===== src/rtl/serial_adder_pkg.sv =====
// Shared definitions for the multi-channel bit-serial adder/subtractor.
//   state_t     : controller states (IDLE, RUN, DONE)
//   cnt_width() : bit counter width, max(1, clog2(WIDTH))
//   lane_lo()   : low bit of channel i in a packed NCH*WIDTH vector
//   DEF_*       : default geometry
package serial_adder_pkg;

  typedef enum logic [1:0] {
    IDLE = 2'd0,
    RUN  = 2'd1,
    DONE = 2'd2
  } state_t;

  localparam int unsigned DEF_WIDTH = 8;
  localparam int unsigned DEF_NCH   = 2;

  function automatic int unsigned cnt_width(input int unsigned w);
    return ($clog2(w) < 1) ? 1 : $clog2(w);
  endfunction

  // Channel i occupies bits [i*w +: w]; channel 0 sits at the LSBs.
  function automatic int unsigned lane_lo(input int unsigned i, input int unsigned w);
    return i * w;
  endfunction

endpackage


===== src/rtl/serial_fa_lane.sv =====
// One channel of the bit-serial adder: operand shift registers, carry
// register and result shift register.
//   clk, rst  : clock, synchronous active-high reset
//   i_load    : load operands (B inverted when i_sub) and seed carry
//   i_shift   : perform one full-adder bit step, LSB first
//   i_sub     : subtract mode for the load
//   i_a, i_b  : operands
//   o_sum     : result shift register
//   o_cout    : carry register (1 = no borrow in subtract mode)
module serial_fa_lane
  import serial_adder_pkg::*;
#(
  parameter int unsigned WIDTH = DEF_WIDTH
) (
  input  logic             clk,
  input  logic             rst,
  input  logic             i_load,
  input  logic             i_shift,
  input  logic             i_sub,
  input  logic [WIDTH-1:0] i_a,
  input  logic [WIDTH-1:0] i_b,
  output logic [WIDTH-1:0] o_sum,
  output logic             o_cout
);

  logic [WIDTH-1:0] r_a;
  logic [WIDTH-1:0] r_b;
  logic [WIDTH-1:0] r_res;
  logic             r_c;
  logic             w_s;
  logic             w_c;
  logic [WIDTH-1:0] w_res_nxt;

  assign w_s = r_a[0] ^ r_b[0] ^ r_c;
  assign w_c = (r_a[0] & r_b[0]) | (r_a[0] & r_c) | (r_b[0] & r_c);

  // Built via shift-then-overwrite so WIDTH = 1 needs no special case.
  always_comb begin
    w_res_nxt            = r_res >> 1;
    w_res_nxt[WIDTH-1]   = w_s;
  end

  always_ff @(posedge clk) begin
    if (rst) begin
      r_a   <= '0;
      r_b   <= '0;
      r_res <= '0;
      r_c   <= 1'b0;
    end else if (i_load) begin
      r_a <= i_a;
      r_b <= i_sub ? ~i_b : i_b;
      r_c <= i_sub;
    end else if (i_shift) begin
      r_a   <= r_a >> 1;
      r_b   <= r_b >> 1;
      r_c   <= w_c;
      r_res <= w_res_nxt;
    end
  end

  assign o_sum  = r_res;
  assign o_cout = r_c;

endmodule


===== src/rtl/serial_adder_array.sv =====
// NCH-channel bit-serial adder/subtractor with valid/ready on both sides.
//   clk, rst          : clock, synchronous active-high reset
//   in_valid/in_ready : operand handshake (accepted only in IDLE)
//   op_sub, ch_en     : mode and channel enables, sampled at accept
//   a, b              : packed operands, channel i at [i*WIDTH +: WIDTH]
//   out_valid/out_ready : result handshake
//   sum, cout         : packed results and per-channel carry, disabled
//                       channels read 0; last result held after consume
module serial_adder_array
  import serial_adder_pkg::*;
#(
  parameter int unsigned WIDTH = DEF_WIDTH,
  parameter int unsigned NCH   = DEF_NCH
) (
  input  logic                 clk,
  input  logic                 rst,
  input  logic                 in_valid,
  output logic                 in_ready,
  input  logic                 op_sub,
  input  logic [NCH-1:0]       ch_en,
  input  logic [NCH*WIDTH-1:0] a,
  input  logic [NCH*WIDTH-1:0] b,
  output logic                 out_valid,
  input  logic                 out_ready,
  output logic [NCH*WIDTH-1:0] sum,
  output logic [NCH-1:0]       cout
);

  localparam int unsigned CW = cnt_width(WIDTH);

  state_t               r_state;
  state_t               w_state_nxt;
  logic [CW-1:0]        r_cnt;
  logic [NCH-1:0]       r_en;
  logic [NCH*WIDTH-1:0] r_sum;
  logic [NCH-1:0]       r_cout;
  logic                 w_load;
  logic                 w_shift;
  logic                 w_last;
  logic [NCH*WIDTH-1:0] w_lane_sum;
  logic [NCH-1:0]       w_lane_cout;
  logic [NCH*WIDTH-1:0] w_live_sum;
  logic [NCH-1:0]       w_live_cout;

  assign w_last = (r_cnt == CW'(WIDTH - 1));

  always_comb begin
    w_state_nxt = r_state;
    in_ready    = 1'b0;
    out_valid   = 1'b0;
    w_load      = 1'b0;
    w_shift     = 1'b0;
    case (r_state)
      IDLE: begin
        in_ready = 1'b1;
        if (in_valid) begin
          w_load      = 1'b1;
          w_state_nxt = RUN;
        end
      end
      RUN: begin
        w_shift = 1'b1;
        if (w_last) w_state_nxt = DONE;
      end
      DONE: begin
        out_valid = 1'b1;
        if (out_ready) w_state_nxt = IDLE;
      end
      default: w_state_nxt = IDLE;
    endcase
  end

  always_ff @(posedge clk) begin
    if (rst) begin
      r_state <= IDLE;
      r_cnt   <= '0;
      r_en    <= '0;
    end else begin
      r_state <= w_state_nxt;
      if (w_load) begin
        r_cnt <= '0;
        r_en  <= ch_en;
      end else if (w_shift) begin
        r_cnt <= r_cnt + 1'b1;
      end
    end
  end

  for (genvar i = 0; i < NCH; i++) begin : g_lane
    serial_fa_lane #(.WIDTH(WIDTH)) u_lane (
      .clk     (clk),
      .rst     (rst),
      .i_load  (w_load),
      .i_shift (w_shift),
      .i_sub   (op_sub),
      .i_a     (a[lane_lo(i, WIDTH) +: WIDTH]),
      .i_b     (b[lane_lo(i, WIDTH) +: WIDTH]),
      .o_sum   (w_lane_sum[lane_lo(i, WIDTH) +: WIDTH]),
      .o_cout  (w_lane_cout[i])
    );
    assign w_live_sum[lane_lo(i, WIDTH) +: WIDTH] =
      w_lane_sum[lane_lo(i, WIDTH) +: WIDTH] & {WIDTH{r_en[i]}};
    assign w_live_cout[i] = w_lane_cout[i] & r_en[i];
  end

  // Lanes are frozen in DONE, so their registers drive the outputs directly
  // there; the hold copy taken during DONE covers IDLE/RUN so the next
  // transaction's partial bits never leak out.
  always_ff @(posedge clk) begin
    if (rst) begin
      r_sum  <= '0;
      r_cout <= '0;
    end else if (r_state == DONE) begin
      r_sum  <= w_live_sum;
      r_cout <= w_live_cout;
    end
  end

  assign sum  = (r_state == DONE) ? w_live_sum  : r_sum;
  assign cout = (r_state == DONE) ? w_live_cout : r_cout;

endmodule


===== config.mk =====
export PLATFORM = sky130hd
export DESIGN_NAME = serial_adder_array
export DESIGN_NICKNAME = d
export VERILOG_FILES = /design/src/rtl/serial_adder_pkg.sv /design/src/rtl/serial_fa_lane.sv /design/src/rtl/serial_adder_array.sv
export SDC_FILE = /design/constraint.sdc
export NUM_CORES = 1
export LEC_CHECK = 0
export ABC_AREA = 1
export BUFFER_PORTS_ARGS = -buffer_cell sky130_fd_sc_hd__buf_2
export CAP_MARGIN = 40
export CORE_ASPECT_RATIO = 0.6
export CORE_MARGIN = 2
export CORE_UTILIZATION = 30
export CTS_CLUSTER_DIAMETER = 30
export DETAILED_ROUTE_END_ITERATION = 10
export GPL_TIMING_DRIVEN = 1
export HOLD_SLACK_MARGIN = 0.02
export PLACE_DENSITY = 0.57
export SYNTH_ARGS = -nofsm -noshare
export SYNTH_HDL_FRONTEND = slang
export SYNTH_SLANG_ARGS = --single-unit

===== constraint.sdc =====
create_clock -name clk -period 3.55 [get_ports clk]
set_clock_uncertainty 0.15 [all_clocks]
set_input_delay 0.71 -clock clk [delete_from_list [all_inputs] [get_ports clk]]
set_output_delay 0.71 -clock clk [all_outputs]
set_load 0.02 [all_outputs]

# Word level (Yosys, flattened, before mapping)
# Cells that the tools add are included.
[totals] elab_cells=71 reg_bits=75
[op_classes] n_addsub=1 n_reduce_logical=5 n_bitwise=21 eq_ne=6 mux=25
[ops] operator="$mux 8" count=10
[ops] operator="$and 8x8->8" count=2
[ops] operator="$mux 16" count=1
[ops] operator="$not 8->8" count=2
[ops] operator="$mux 1" count=9
[ops] operator="$and 1x1->1" count=8
[ops] operator="$mux 2" count=4
[ops] operator="$ne 2x2->1 const B" count=3
[ops] operator="$pmux 2 s3" count=1
[ops] operator="$or 1x1->1" count=4
[ops] operator="$xor 1x1->1" count=4
[ops] operator="$add 3x1->3 const B" count=1
[ops] operator="$eq 3x3->1 const B" count=1
[ops] operator="$reduce_and 3->1" count=1
[ops] operator="$eq 2x1->1 const B" count=1
[ops] operator="$eq 2x2->1 const B" count=1
[ops] operator="$logic_not 2->1" count=1
[ops] operator="$reduce_and 2->1" count=1
[ops] operator="$reduce_bool 2->1" count=1
[ops] operator="$reduce_or 2->1" count=1
[ops] operator="$not 1->1" count=1

# Logic depth before layout (Yosys ltp)
# Gate-level depths: netlist of the first run.
[logic_depth] ltp_word=5 depth_mapped=9 depth_no_buf=7

# Hierarchy
# A second synthesis of the first run with hierarchy kept.
[unflattened] cells_unflattened=565 hier_area_um2=3713.6
[modules_own_cells] module="serial_fa_lane" cells_each=191 area_each_um2=1277.5 n_inst=2
[modules_own_cells] module="serial_adder_array" cells_each=183 area_each_um2=1158.6 n_inst=1

# Worst setup path before layout of the first run
# OpenSTA, ideal clock, no wires.
[synth_timing] path_kind="register to output" from="reg r_state[1]" to="out sum[13]" stages_incl_launch_ff=7 path_slack_ps=1554 t_required_ps=2690 path_buffers=2 arrival_ps=1136 path_cell_list="dfxtp_1 -> inv_1 -> nor2_1 -> buf_4 -> buf_6 -> nand3_1 -> nand2_1"
[synth_via] elab_chain_len=2
[synth_lines] item="start, declared" line="serial_adder_array.sv:31" text="state_t r_state;"
[synth_lines] item="start signal, assigned" line="serial_adder_array.sv:79" text="r_state <= w_state_nxt;"
[synth_lines] item="$eq 2x2->1" line="serial_adder_array.sv:119" text="assign sum = (r_state == DONE) ? w_live_sum : r_sum;"
[synth_lines] item="$mux 16"
[synth_lines] item="end, declared" line="serial_adder_array.sv:25" text="output logic [NCH*WIDTH-1:0] sum,"
# No other way between the ends.

# Final worst setup path of the first run
[layout_timing] from="reg r_state[1]" to="out sum[14]"
# The elaborated chain is that of the path after synthesis.

==> results.toml, run 1 <==
[floorplan]
core_area_mm2 = 0.0107
io_pins = 59
dieWidth_um = 141
initial_core_util = 0.314
placement_rows = 29
die_h_um = 86.1
die_area_mm2 = 0.0121

[synthesis]
synth_xor_area_frac = 0.00780
netlist_area_mm2 = 0.00337
muxShareOfSynthArea = 0
yosysWarnings = 0
synth_compound_area_frac = 0.0717
seq_area_frac_synth = 0.446
synth_top_family_by_area = "simple AND/OR/NAND/NOR gates"
synth_simple_gate_area_share = 0.372
synth_cell_types = 23
syn_nets = 543
synth-seq-cells = 75
synth_fa_ha_area_frac = 0.0193
syn_inst = 500
syn-mean-instance-area_um2 = 6.74

[global_routing]
track_usage = 0.141
overflow = 0
antenna_found_initial = 0
grtUsageMet3 = 0.0402
grt_pass1_vias = 2982
met1_usage = 0.188
use_met2 = 0.225
grt_max_degree = 31
top_usage_layer = "met2"
grt_pass1_wl_um = 13800

[hold_path]
holdCritPathClass = "reg -> reg"
worstHoldStart = "g_lane[0].u_lane.r_b[7]$_SDFFE_PP0P_"

[sta]
final_max_slew_viol_count = 0
finalSetupTns_ns = 0
hold_viol = 0
slew_headroom = 0.562
finalSetupViolations = 0
post-route-min-period_ns = 2.88
tightest_slew_ns = 0.657
fmax_mhz = 348
fin_crit_sh = 0.810
rsz0062_at_grt = "no"

[power_and_ir_drop]
power_density_mw_per_mm2 = 529
power_leakage_uw = 0.00212
ir_worst_vdd_mv = 0.227
total_power_uw = 2160

[clock_network]
post-cts-setup-buffers = 0
insertion_delay_ns = 0.33
cts-root-buf = "clkbuf_16"
cts_hold_buf = 0
clockBufferDepth = 2
htree_levels = 3
cts_sinks = 75
cts_buffers = 9
clk_pin_slew_ns = 0.06
cts_tree = "built"
ctsResizeCount = 0

[worst_setup_path]
path_max_fanout = 19
critPathLaunchType = "register"
crit_path_start = "r_state[1]$_SDFFE_PP0P_"
critPathKind = "reg -> out"
r2r_start = "r_state[1]$_SDFFE_PP0P_"
crit_path_end_kind = "primary output"
cp_data_required_time_ns = 2.69
arrival_ns = 2.02

[finish]
n_antenna_cell = 0
synthToLayoutAreaGrowth_pct = 21.4
seqCellArea_mm2 = 0.00150
multi_input_area_mm2 = 0.00159
finalNonFillerCells = 691
drive_gt1_frac = 0.156
final_nets = 590
fillers = 1174

[detailed_routing]
post-route-drc-count = 0
ant_nets = 0
vias = 3089
via_per_inst = 4.47
drt-initial-drc-count = 136
drt-wirelength-per-cell_um = 11.4
wirelength_um = 7910
drtPass1Iterations = 4

[place]
gp_congestion = 0.740
dp_hpwl_um = 5480
dp.cells = 675
io_buffers = 58

[run_status]
status = "finished clean"

[job]
drv_cap = 0
stage by stage:
stage	hold WS, ns	setup slack [ns]	utilization	cell area [µm²]
floorplan	0.295	1.55	-	3370
global placement	0.304	1.10	0.349	3750
detailed placement	0.306	1.01	0.349	3750
CTS	0.315	0.650	0.381	4090
global route	0.335	0.493	0.381	4090
finish	0.317	0.674	0.381	4090
state kept, by name, indices dropped and copies added (netlist names):
register / flops
g_lane.u_lane.o_sum: 16
g_lane.u_lane.r_a: 16
g_lane.u_lane.r_b: 16
r_sum: 16
r_cnt: 3
g_lane.u_lane.o_cout: 2
r_cout: 2
r_en: 2
r_state: 2
where the power goes:
group          switching [µW]  internal (µW)  leakage [µW]  total [µW]
clock network             336            703      0.000169        1040
registers                32.7            888      0.000613         921
logic                     128           76.4       0.00134         204
cell usage in the layout (no fill, tap or decap), drive strengths merged:
cell,netlist,routed
a21oi,27,27
and2,12,12
buf,20,65
bufinv,0,3
clkbuf,9,11
clkinv,1,3
dfxtp,75,75
fa,2,2
ha,2,2
inv,36,36
nand2,187,187
nand3,59,59
nor2,46,46
o21a,1,1
o21ai,19,19
or2,1,1
xnor2,1,1
xor2,2,2
final timing paths:
path                                           to  slack [ns]  cells past startpoint
max                                       sum[14]        0.67                      6
min          g_lane[0].u_lane.r_b[7]$_SDFFE_PP0P_        0.32                      2
min reg2reg  g_lane[0].u_lane.r_b[7]$_SDFFE_PP0P_        0.32                      2
max reg2reg               r_state[1]$_SDFFE_PP0P_        1.57                      5
cell families (layout without fill, tap and decap cells):
family                   after synthesis  in the layout
flip-flops                            75             75
adder cells (fa/ha/maj)                4              4
XOR/XNOR                               3              3
buffers and inverters                 66            118
AO/OA/AOI/OAI                         47             47
AND/OR/NAND/NOR                      305            305
routing by layer:
layer,vias up,share of wire
li1,1646,-
met1,1385,0.52
met2,50,0.42
met3,8,0.045
met4,0,0.010
met5,-,0
worst max-delay path, stage by stage, from the launching register on:
cell and delay, ns:
dfxtp_1 0.40, inv_1 0.10, nor2_1 0.49, inv_2 0.30, nand2_1 0.17, nand2_1 0.07
buf_2 0.16
cells in the mapped netlist:
cell | instances | area, µm²
inv_2 | 3 | 11.3
xnor2_1 | 1 | 8.76
nor2_2 | 1 | 6.26
clkinv_1 | 1 | 3.75
a21oi_1 | 27 | 135
nand2_1 | 187 | 702
nor2_1 | 45 | 169
fa_1 | 2 | 40.0
dfxtp_1 | 75 | 1500
xor2_1 | 2 | 17.5
buf_6 | 1 | 11.3
inv_1 | 33 | 124
buf_4 | 2 | 15.0
and2_1 | 12 | 75.1
nand3_1 | 59 | 295
clkbuf_1 | 9 | 33.8
o21a_1 | 1 | 7.51
or2_2 | 1 | 6.26
buf_2 | 15 | 75.1
buf_1 | 2 | 7.51
ha_1 | 2 | 25.0
o21ai_0 | 18 | 90.1
o21ai_2 | 1 | 8.76
area by class of cell:
class	instances	area share
clock buffer	11	0.0593
clock inverter	5	0.0245
sequential	75	0.367
timing repair buffer	65	0.0838
multi-input combinational	359	0.389
inverter	37	0.0339
tap	139	0.0425
Power figures use the tool's default switching activity.
==> inputs of run 2 (changes only) <==
- clock period: 3.55 -> 2.9 ns (I/O delays scaled with it)
==> run 2 against run 1 <==
Against the previous run: wire length shrank 0.38%; flip-flop and latch count is the same; worst hold slack lost 0.0048 ns; design area shrank 1.8%; clock power shrank 5%; first-iteration DRC count grew 25%; global-route usage shrank 0.23 points; total power grew 9.4%; die area is the same; critical endpoint is now sum[7]; largest power group is now sequential cells.
==> results.toml, run 2 (same netlist as run 1, synthesis figures left out) <==
[run_status]
status = "finished clean"

[place]
dp_hpwl_um = 5540
pre_cts_ws_ns = 0.806
io_buffers = 58
place_area_mm2 = 0.00376
gp_congestion = 0.725

[finish]
most-common-layout-cells = "nand2_1 (187), dfxtp_1 (75), nand3_1 (59)"
final_area_mm2 = 0.00402
utilization = 0.374
final_nets = 591
final_common_cell = "nand2_1"
n_antenna_cell = 0
synthToLayoutAreaGrowth_pct = 19.2
drive_gt1_frac = 0.154
multi_input_area_mm2 = 0.00159
seqCellArea_mm2 = 0.00150
fillers = 1150

[sta]
slew_headroom = 0.728
finalSetupViolations = 0
fin_ws_ns = 0.473
post-route-min-period_ns = 2.43
finalSetupTns_ns = 0
fin_crit_sh = 0.837
fmax_mhz = 412
rsz0062_at_grt = "no"
hold_viol = 0
tightest_slew_ns = 0.408
final_max_slew_viol_count = 0

[job]
drv_cap = 0

[floorplan]
initial_core_util = 0.314
core_area_mm2 = 0.0107
die_h_um = 86.1
dieWidth_um = 141
placement_rows = 29
io_pins = 59
die_area_mm2 = 0.0121

[detailed_routing]
via_per_inst = 4.47
vias = 3090
drt-wirelength-per-cell_um = 11.4
drtPass1Iterations = 4
ant_nets = 0
drt-initial-drc-count = 170
post-route-drc-count = 0
wirelength_um = 7880

[worst_setup_path]
reg2reg_setup_slack_ns = 1.21
critPathKind = "reg -> out"
path_max_fanout = 20
arrival_ns = 1.70
cp_data_required_time_ns = 2.17
r2r_start = "r_state[1]$_SDFFE_PP0P_"
worstRegToRegCells = 6
crit_path_end_kind = "primary output"
rr_endpoint = "r_state[1]$_SDFFE_PP0P_"
critPathLaunchType = "register"

[power_and_ir_drop]
ir_worst_vdd_mv = 0.288
power_density_mw_per_mm2 = 589
power_leakage_uw = 0.00209
total_power_uw = 2370

[clock_network]
clk_pin_slew_ns = 0.06
cts_hold_buf = 0
ctsResizeCount = 0
clockBufferDepth = 2
cts-root-buf = "clkbuf_16"
cts_buffers = 9
htree_levels = 3
cts_tree = "built"
cts_sinks = 75
insertion_delay_ns = 0.33
post-cts-setup-buffers = 0

[global_routing]
track_usage = 0.138
grt_max_degree = 47
grt_pass1_wl_um = 13400
antenna_found_initial = 0
overflow = 0
grt_pass1_vias = 2931

[hold_path]
holdCritPathClass = "reg -> reg"
hold-path-endpoint = "g_lane[0].u_lane.r_b[7]$_SDFFE_PP0P_"
worstHoldStart = "g_lane[0].u_lane.r_b[7]$_SDFFE_PP0P_"
holdPathStages = 2
run 2: changes by cell type in the layout (fill, tap and decap cells not counted), sizes merged:
cell	previous run	this run
clkbuf	11	12
clkinv	3	4
buf	65	66
bufinv	3	0
run 2: area by class of cell:
cell class	count	share of cell area
Tap cell	139	0.0433
Multi-Input combinational cell	359	0.396
Clock buffer	12	0.0614
Timing Repair Buffer	66	0.0872
Sequential cell	75	0.374
Clock inverter	3	0.00374
Inverter	37	0.0346
run 2: layer usage:
| layer | wire [µm] | track usage | share of wire | vias up |
|---|---|---|---|---|
| met3 | 447 | 0.0491 | 0.057 | 12 |
| met4 | 70 | 0.0327 | 0.0089 | 0 |
| li1 | - | - | - | 1649 |
| met5 | 0 | 0 | 0 | - |
| met2 | 3400 | 0.223 | 0.43 | 55 |
| met1 | 3960 | 0.179 | 0.50 | 1374 |
run 2: power breakdown:
part,internal [µW],switching [µW]
registers,1090,39.6
clock network,593,397
logic,94.9,155
run 2: worst max-delay path by stage:
stage	to	start	slack, ns
2_1_floorplan	sum[13]	r_state[1]$_SDFFE_PP0P_	1.03
3_3_place_gp	cout[1]	r_state[1]$_SDFFE_PP0P_	0.85
3_5_place_dp	sum[7]	r_state[1]$_SDFFE_PP0P_	0.81
4_1_cts	sum[7]	r_state[1]$_SDFFE_PP0P_	0.44
5_1_grt	sum[13]	r_state[1]$_SDFFE_PP0P_	0.29
6_report	sum[7]	r_state[1]$_SDFFE_PP0P_	0.47
run 2: worst max-delay path: stages (launching register included):
cell,delay (ns)
dfxtp_1,0.39
inv_1,0.10
nor2_1,0.09
buf_4,0.24
inv_2,0.19
nand2_1,0.13
nand2_1,0.06
buf_2,0.15
run 2: stage by stage:
stage	hold slack [ns]	cells
4_1_cts	0.316	691
3_3_place_gp	0.304	676
2_1_floorplan	0.295	500
5_1_grt	0.326	691
6_report	0.312	691
3_5_place_dp	0.308	676
